<file path="src/rtl/conditional_unit_simd_if.sv">
// Bus bundle for the SIMD conditional unit.
// The master side is the pipeline E stage, which drives decoder enables and
// ALU flags. The slave side is the conditional unit, which returns qualified
// enables, the per-lane write mask and its architectural state.
interface conditional_unit_simd_if #(
  parameter int LANES = 4
);
  logic                 StallE;
  logic                 PCSrcE;
  logic                 RegWriteE;
  logic                 MemWriteE;
  logic                 FlagWriteE;
  logic                 BranchE;
  logic [3:0]           CondE;
  logic [4*LANES-1:0]   ALUFlagsE;

  logic                 BranchTakenE;
  logic                 PCSrcECU;
  logic                 RegWriteECU;
  logic                 MemWriteECU;
  logic [LANES-1:0]     LaneMaskECU;
  logic [4*LANES-1:0]   FlagsQ;
  logic                 ShadowE;

  modport master (
    output StallE, PCSrcE, RegWriteE, MemWriteE, FlagWriteE, BranchE,
           CondE, ALUFlagsE,
    input  BranchTakenE, PCSrcECU, RegWriteECU, MemWriteECU, LaneMaskECU,
           FlagsQ, ShadowE
  );

  modport slave (
    input  StallE, PCSrcE, RegWriteE, MemWriteE, FlagWriteE, BranchE,
           CondE, ALUFlagsE,
    output BranchTakenE, PCSrcECU, RegWriteECU, MemWriteECU, LaneMaskECU,
           FlagsQ, ShadowE
  );
endinterface

</file>
<file path="src/rtl/conditional_unit_simd.sv">
// SIMD conditional execution unit.
// Each lane holds an {N,Z,C,V} flag set. The E-stage condition code is
// evaluated per lane, and the lane results are reduced to a single scalar
// predicate that qualifies the branch and write enables. After a taken branch
// a shadow counter squashes KILL_CYCLES wrong-path instructions.
// Optional feature macro: COND_ANY_EN. When it is defined, CondE[3]=1 selects
// ANY-lane reduction. When it is undefined, ALL-lane reduction is always used.
module conditional_unit_simd #(
  parameter int LANES       = 4,
  parameter int KILL_CYCLES = 2
) (
  input logic                   clk,
  input logic                   rst,
  conditional_unit_simd_if.slave bus
);

  localparam logic [2:0] KILL_LOAD = 3'(KILL_CYCLES);

  logic [4*LANES-1:0] flags_q;
  logic [2:0]         counter;
  logic [LANES-1:0]   cond_ex;
  logic               cond_ex_s;
  logic               shadow;
  logic               kill;
  logic               branch_taken;

  // Evaluates one lane's condition from its {N,Z,C,V} flags.
  function automatic logic eval_cond(input logic [3:0] f, input logic [2:0] cc);
    logic n, z, c, v;
    n = f[3];
    z = f[2];
    c = f[1];
    v = f[0];
    case (cc)
      3'b000:  eval_cond = z;
      3'b001:  eval_cond = !z;
      3'b010:  eval_cond = !z && (n == v);
      3'b011:  eval_cond = (n != v);
      3'b100:  eval_cond = (n == v);
      3'b101:  eval_cond = z || (n != v);
      3'b110:  eval_cond = c;
      default: eval_cond = 1'b1;
    endcase
  endfunction

  // Per-lane condition results taken from the architectural flags.
  always_comb begin
    cond_ex = '0;
    for (int k = 0; k < LANES; k++) begin
      cond_ex[k] = eval_cond(flags_q[4*k +: 4], bus.CondE[2:0]);
    end
  end

  // Lane reduction to one scalar predicate; ANY only exists in the macro build.
  always_comb begin
`ifdef COND_ANY_EN
    cond_ex_s = bus.CondE[3] ? (|cond_ex) : (&cond_ex);
`else
    cond_ex_s = &cond_ex;
`endif
  end

  assign shadow       = (counter != 3'd0);
  assign kill         = shadow | rst;
  assign branch_taken = bus.BranchE & cond_ex_s & ~kill;

  // Qualified enables and lane mask, all zero-latency from the current inputs.
  always_comb begin
    bus.BranchTakenE = branch_taken;
    bus.PCSrcECU     = bus.PCSrcE    & cond_ex_s & ~kill;
    bus.RegWriteECU  = bus.RegWriteE & cond_ex_s & ~kill;
    bus.MemWriteECU  = bus.MemWriteE & cond_ex_s & ~kill;
    bus.LaneMaskECU  = (bus.RegWriteE & ~kill) ? cond_ex : '0;
  end

  // Flag register: loads only when the instruction is predicated true and alive.
  always_ff @(posedge clk) begin
    if (rst) begin
      flags_q <= '0;
    end else if (!bus.StallE && bus.FlagWriteE && cond_ex_s && !kill) begin
      flags_q <= bus.ALUFlagsE;
    end
  end

  // Shadow counter: a taken branch reloads it, otherwise it drains on unstalled edges.
  always_ff @(posedge clk) begin
    if (rst) begin
      counter <= 3'd0;
    end else if (!bus.StallE) begin
      if (branch_taken) begin
        counter <= KILL_LOAD;
      end else if (counter != 3'd0) begin
        counter <= counter - 3'd1;
      end
    end
  end

  assign bus.FlagsQ  = flags_q;
  assign bus.ShadowE = shadow;

endmodule

</file>
<file path="src/flat_wrapper.sv">
// flat-port wrapper written by rule: the top's interface ports become plain ports
module conditional_unit_simd_flat 
#(
  parameter int LANES       = 4,
  parameter int KILL_CYCLES = 2
)
  (clk, rst, bus_StallE, bus_PCSrcE, bus_RegWriteE, bus_MemWriteE, bus_FlagWriteE, bus_BranchE, bus_CondE, bus_ALUFlagsE, bus_BranchTakenE, bus_PCSrcECU, bus_RegWriteECU, bus_MemWriteECU, bus_LaneMaskECU, bus_FlagsQ, bus_ShadowE);
  conditional_unit_simd_if #(.LANES(LANES)) bus_i ();
  input logic clk;
  input logic rst;
  input wire logic [$bits(bus_i.StallE)-1:0] bus_StallE;
  input wire logic [$bits(bus_i.PCSrcE)-1:0] bus_PCSrcE;
  input wire logic [$bits(bus_i.RegWriteE)-1:0] bus_RegWriteE;
  input wire logic [$bits(bus_i.MemWriteE)-1:0] bus_MemWriteE;
  input wire logic [$bits(bus_i.FlagWriteE)-1:0] bus_FlagWriteE;
  input wire logic [$bits(bus_i.BranchE)-1:0] bus_BranchE;
  input wire logic [$bits(bus_i.CondE)-1:0] bus_CondE;
  input wire logic [$bits(bus_i.ALUFlagsE)-1:0] bus_ALUFlagsE;
  output wire logic [$bits(bus_i.BranchTakenE)-1:0] bus_BranchTakenE;
  output wire logic [$bits(bus_i.PCSrcECU)-1:0] bus_PCSrcECU;
  output wire logic [$bits(bus_i.RegWriteECU)-1:0] bus_RegWriteECU;
  output wire logic [$bits(bus_i.MemWriteECU)-1:0] bus_MemWriteECU;
  output wire logic [$bits(bus_i.LaneMaskECU)-1:0] bus_LaneMaskECU;
  output wire logic [$bits(bus_i.FlagsQ)-1:0] bus_FlagsQ;
  output wire logic [$bits(bus_i.ShadowE)-1:0] bus_ShadowE;
  assign bus_i.StallE = bus_StallE;
  assign bus_i.PCSrcE = bus_PCSrcE;
  assign bus_i.RegWriteE = bus_RegWriteE;
  assign bus_i.MemWriteE = bus_MemWriteE;
  assign bus_i.FlagWriteE = bus_FlagWriteE;
  assign bus_i.BranchE = bus_BranchE;
  assign bus_i.CondE = bus_CondE;
  assign bus_i.ALUFlagsE = bus_ALUFlagsE;
  assign bus_BranchTakenE = bus_i.BranchTakenE;
  assign bus_PCSrcECU = bus_i.PCSrcECU;
  assign bus_RegWriteECU = bus_i.RegWriteECU;
  assign bus_MemWriteECU = bus_i.MemWriteECU;
  assign bus_LaneMaskECU = bus_i.LaneMaskECU;
  assign bus_FlagsQ = bus_i.FlagsQ;
  assign bus_ShadowE = bus_i.ShadowE;
  conditional_unit_simd #(.LANES(LANES), .KILL_CYCLES(KILL_CYCLES)) u_core (.clk(clk), .rst(rst), .bus(bus_i));
endmodule
</file>
<file path="config.mk">
export PLATFORM = sky130hd
export DESIGN_NAME = conditional_unit_simd_flat
export DESIGN_NICKNAME = d
export VERILOG_FILES = /design/src/rtl/conditional_unit_simd_if.sv /design/src/rtl/conditional_unit_simd.sv /design/src/flat_wrapper.sv
export SDC_FILE = /design/constraint.sdc
export NUM_CORES = 1
export LEC_CHECK = 0
export ABC_AREA = 1
export CAP_MARGIN = 5
export CORE_MARGIN = 10
export CORE_UTILIZATION = 39
export DETAILED_ROUTE_END_ITERATION = 16
export GPL_TIMING_DRIVEN = 0
export PLACE_DENSITY_LB_ADDON = 0.05
export SKIP_LAST_GASP = 1
export SYNTH_ARGS = -nofsm -noshare
export SYNTH_HDL_FRONTEND = slang
export SYNTH_SLANG_ARGS = --single-unit
</file>
<file path="constraint.sdc">
create_clock -name clk -period 1.6 [get_ports clk]
set_input_delay 0.32 -clock clk [delete_from_list [all_inputs] [get_ports clk]]
set_output_delay 0.32 -clock clk [all_outputs]
set_load 0.005 [all_outputs]
</file>
Word-level counts from Yosys, hierarchy flattened. Cells that the tools add are included.

Add/subtract/negate cells: 1. Reductions and logical operators: 22. Bitwise operators: 12. Eq/ne operators: 14. Mux-type cells: 7.

Operators by type and width (number): $pmux W1 S7 (4); $and A1 B1 Y1 (9); $eq A3 B3 Y1 const B (3); $logic_and A1 B1 Y1 (7); $eq A3 B2 Y1 const B (2); $logic_not A1 Y1 (6); $mux W3 (2); $eq A1 B1 Y1 (4); $logic_or A1 B1 Y1 (4); $mux W4 (1); $ne A1 B1 Y1 (4); $reduce_and A4 Y1 (1); $eq A3 B1 Y1 const B (1); $logic_not A3 Y1 (1); $reduce_bool A3 Y1 (1); $sub A3 B1 Y3 const B (1); $not A1 Y1 (2); $reduce_and A2 Y1 (1); $reduce_bool A2 Y1 (1); $or A1 B1 Y1 (1).

Word-level logic and storage cells: 58. Bits in registers: 19.

Depth between registers and ports, before layout.
Word-level depth: 8. Mapped depth: 16. Gate-level depth less buffers: 15.

Least setup slack after synthesis. Ideal clock, no wire load.

Path kind: in2reg. From: input bus_CondE[0]. To: register u_core.flags_q[10] (netlist: u_core.bus.FlagsQ[10]). Data arrival time: 1585 ps. Setup time: 116 ps. Setup slack: -101 ps. Required time: 1484 ps. Cell stages on the path: 12. Cell sequence: buf_4 -> inv_2 -> nor3_2 -> o21ai_0 -> nand2_1 -> nor2_1 -> nor2_2 -> and2_4 -> nand2_4 -> buf_6 -> o21ai_0 -> nor2_1.

Word-level cells in the longest chain between the ends: 5. Elaborated cells on any way between the ends: 14. Classes of those cells: eq/ne (6); mux (4); reduce/logical (4).

Ends and longest elaborated chain: start: declaration (RTL line flat_wrapper.sv:17) `input wire logic [$bits(bus_i.CondE)-1:0] bus_CondE;`; $eq A3 B3 Y1 (tied with other cells) (RTL line conditional_unit_simd.sv:34) `case (cc)`; $pmux W1 S7 (RTL line conditional_unit_simd.sv:34); $reduce_and A4 Y1 * (RTL line conditional_unit_simd.sv:59) `cond_ex_s = &cond_ex;`; $logic_and A1 B1 Y1 * (2 in series) (RTL line conditional_unit_simd.sv:80) `end else if (!bus.StallE && bus.FlagWriteE && cond_ex_s && !kill) begin`; end signal: assignment (RTL line conditional_unit_simd.sv:81) `flags_q <= bus.ALUFlagsE;`; end: declaration (RTL line conditional_unit_simd.sv:19) `logic [4*LANES-1:0] flags_q;`.

Every way passes the cells marked *; elsewhere a longest branch is shown, timed or not. A chain may end at the register's enable or synchronous reset.

Worst setup path after layout.
From: register u_core.flags_q[3] (netlist: u_core.bus.FlagsQ[3]). To: output bus_MemWriteECU.

Word-level cells in the longest chain between the ends: 6. Elaborated cells on any way between the ends: 8. Classes of those cells: eq/ne (2); mux (1); bitwise (2); reduce/logical (3).

Ends and longest elaborated chain: $ne A1 B1 Y1 or $eq A1 B1 Y1 (tied branches); $logic_or A1 B1 Y1 or $logic_and A1 B1 Y1 (tied branches) (RTL line conditional_unit_simd.sv:40, conditional_unit_simd.sv:37); $pmux W1 S7 * (RTL line conditional_unit_simd.sv:34); $reduce_and A4 Y1 * (RTL line conditional_unit_simd.sv:59); $and A1 B1 Y1 * (2 in series) (RTL line conditional_unit_simd.sv:72) `bus.MemWriteECU = bus.MemWriteE & cond_ex_s & ~kill;`; end: declaration (RTL line flat_wrapper.sv:22) `output wire logic [$bits(bus_i.MemWriteECU)-1:0] bus_MemWriteECU;`.

Marked as above.

==> flow_summary.json <==
{
  "antenna_cells": 0,
  "rows": 20,
  "antenna_found_initial": 0,
  "yosysWarnings": 0,
  "r2r_start": "u_core.bus.FlagsQ[3]",
  "drc": 0,
  "ff2ff_path_depth": 14,
  "final_nets": 327,
  "crit_fanout": 4,
  "vias_per_cell": 4.74,
  "status": "complete, but fails checks",
  "grt_max_degree": 11,
  "finalSetupTns_ns": -6.42,
  "postSynthAreaPerCell_um2": 5.82,
  "setup_violations": 24,
  "final_cells": 340,
  "grtUsageMet1_pct": 15.1,
  "dp.final_hpwl_mm": 3.10,
  "dieArea_um2": 6060,
  "holdCritPathClass": "reg -> reg",
  "crit_end": "bus_MemWriteECU",
  "skew_ns": 0.00589,
  "dp_cells": 317,
  "wl_per_cell_um": 12.7,
  "grt_first_pass_wirelength_mm": 6.67,
  "clk_pin_slew_ns": 0.11,
  "crit_type": "reg -> out",
  "final.period_utilization_pct": 124,
  "fin_ws_ns": -0.391,
  "core_um2": 3130,
  "drive_gt1_share_pct": 40.5,
  "yosysUniqueCellTypes": 22,
  "first_global_vias": 1532,
  "synthesis.nets": 254,
  "cts_sinks": 19,
  "cts_tree": "yes",
  "cts-htree-levels": 1,
  "num_vias": 1610,
  "ys_seq_elements": 19,
  "p_leak_uw": 0.00111,
  "reg2reg_setup_slack_ns": -0.34,
  "drt_wl_total_mm": 4.33,
  "pin_count": 53,
  "grt_use_met2_pct": 20.8,
  "required_ns": 1.28,
  "cp-startpoint": "u_core.bus.FlagsQ[3]",
  "finalMaxSlewViolations": 0,
  "power.density_nw_per_um2": 573,
  "hold_viol": 0,
  "fin_crit_ns": 1.99,
  "initial_utilization_pct": 41.7,
  "yosys-top-cells-area": "dfxtp_1 (29%), nor2_1 (18%), nand2_1 (15%)",
  "worst_pin_slew_ns": 0.394,
  "rsz0062_at_grt": "true",
  "grt_overflow": 0,
  "fp.dieH_um": 77.8,
  "cp_data_arrival_time_ns": 1.67,
  "setup.worst_path.start_class": "flop",
  "vdd_drop_max_uv": 647,
  "relSlewSlack_pct": 73.7,
  "busiest_layer": "met2",
  "critPathCaptureType": "output port",
  "whs_ns": 0.499,
  "synth.top_cell.area_share_pct": 29.2,
  "clock_latency_ns": 0.29,
  "cts.path.max_buffers": 2,
  "dieWidth_um": 77.8,
  "finalPower_uw": 1360,
  "firstDrtPassIters": 4,
  "cap_violations": 0,
  "max_clock_freq_ghz": 0.502,
  "met3_usage_pct": 5.41,
  "place_congestion": 0.871,
  "area_delta_synth_final_pct": 81.5,
  "cts_buffers": 3,
  "yosys.area.top_type": "dfxtp_1",
  "synth_area_um2": 1300,
  "antenna_left": 0,
  "grtUsageTotal_pct": 12.8,
  "r2r_end": "u_core.bus.FlagsQ[9]",
  "synth_cells": 224,
  "violations": "setup timing",
  "ys_seq_area_share_pct": 29.2,
  "port_buffers": 49,
  "root_buffer": "clkbuf_4",
  "drt_iter0_drc": 72
}
[synth_stat cells (all sizes together)]
master and instances:
a21oi 2, and2 1, buf 4, clkbuf 1, dfxtp 19, ha 2
inv 32, nand2 53, nand3 14, nand4 7, nor2 68, nor3 2
o21ai 18, o21bai 1
[worst max-delay path, stage by stage, from the launching register on]
cell	delay, ns
dfxtp_4	0.39
inv_2	0.04
nand2_2	0.07
nand2_4	0.08
nor2_2	0.08
nand2_1	0.07
nand3_2	0.10
nor2_4	0.05
nor2_4	0.11
and2_4	0.17
inv_4	0.04
nor2_2	0.08
buf_2	0.11
[state kept, by name, indices dropped and copies added, names as in the netlist]
name and count:
u_core.bus.FlagsQ 16, u_core.counter 3
[layout make-up]
type / count / area, um^2
Timing Repair Buffer: 68 / 672
Clock buffer: 4 / 26.3
Fill cell: 239 / 762
Sequential cell: 19 / 412
Tap cell: 44 / 55.1
Buffer: 5 / 65.1
Inverter: 32 / 153
Multi-Input combinational cell: 168 / 983
[per-layer routing]
layer  part of all wire [%]  up-vias
met5                      0        -
met4                   0.58        0
li1                       -      847
met1                     43      714
met3                    7.6        4
met2                     49       45
[cell families after synthesis]
kind of cell    count (synthesis)  synth area share, %
simple gates                  145                 47.6
compound gates                 21                 8.25
flops                          19                 29.2
fa+ha+maj                       2                 1.92
buf+inv                        37                 13.1
[where the power goes]
group	switching [uW]	leakage (uW)	total, uW	internal (uW)
sequential	13.3	0.000162	503	490
combinational	288	0.000934	616	327
clock	140	0.0000150	237	96.7
[repair_timing]
item	in CTS	in global routing
buffers inserted	14	6
setup endpoints to repair	30	34
gates resized for setup	79	72
hold buffers	0	0
cloned	0	2
pin swaps	19	23
[layout by cell type, fill, tap and decap left out, drive strengths merged]
| master | instances |
|---|---|
| dfxtp | 19 |
| o21bai | 1 |
| nor3 | 2 |
| a21oi | 2 |
| dlymetal6s2s | 5 |
| inv | 31 |
| and2 | 1 |
| nor2 | 68 |
| nand3 | 14 |
| clkinv | 1 |
| ha | 2 |
| buf | 31 |
| clkdlybuf4s50 | 34 |
| o21ai | 18 |
| clkbuf | 7 |
| nand2 | 53 |
| nand4 | 7 |
[worst min-delay path by stage]
stage	startpoint	end	slack (ns)	depth (start not counted)
6_report	u_core.counter[0]	u_core.counter[0]	0.50	2
5_1_grt	u_core.counter[0]	u_core.counter[0]	0.54	2
4_1_cts	u_core.counter[0]	u_core.counter[0]	0.50	2
3_5_place_dp	u_core.counter[0]	u_core.counter[0]	0.48	2
3_3_place_gp	u_core.counter[0]	u_core.counter[0]	0.47	2
2_1_floorplan	u_core.counter[0]	u_core.counter[0]	0.45	2
[stage by stage]
stage	worst slack [ns]	cell area [um^2]	utilization, %
finish	-0.391	2370	75.6
global route	-0.535	2370	75.6
CTS	-0.374	2080	66.5
detailed placement	-1.37	1900	60.7
global placement	-1.38	1900	60.7
floorplan	-0.0216	1350	-
(Power assumes the default switching activity.)
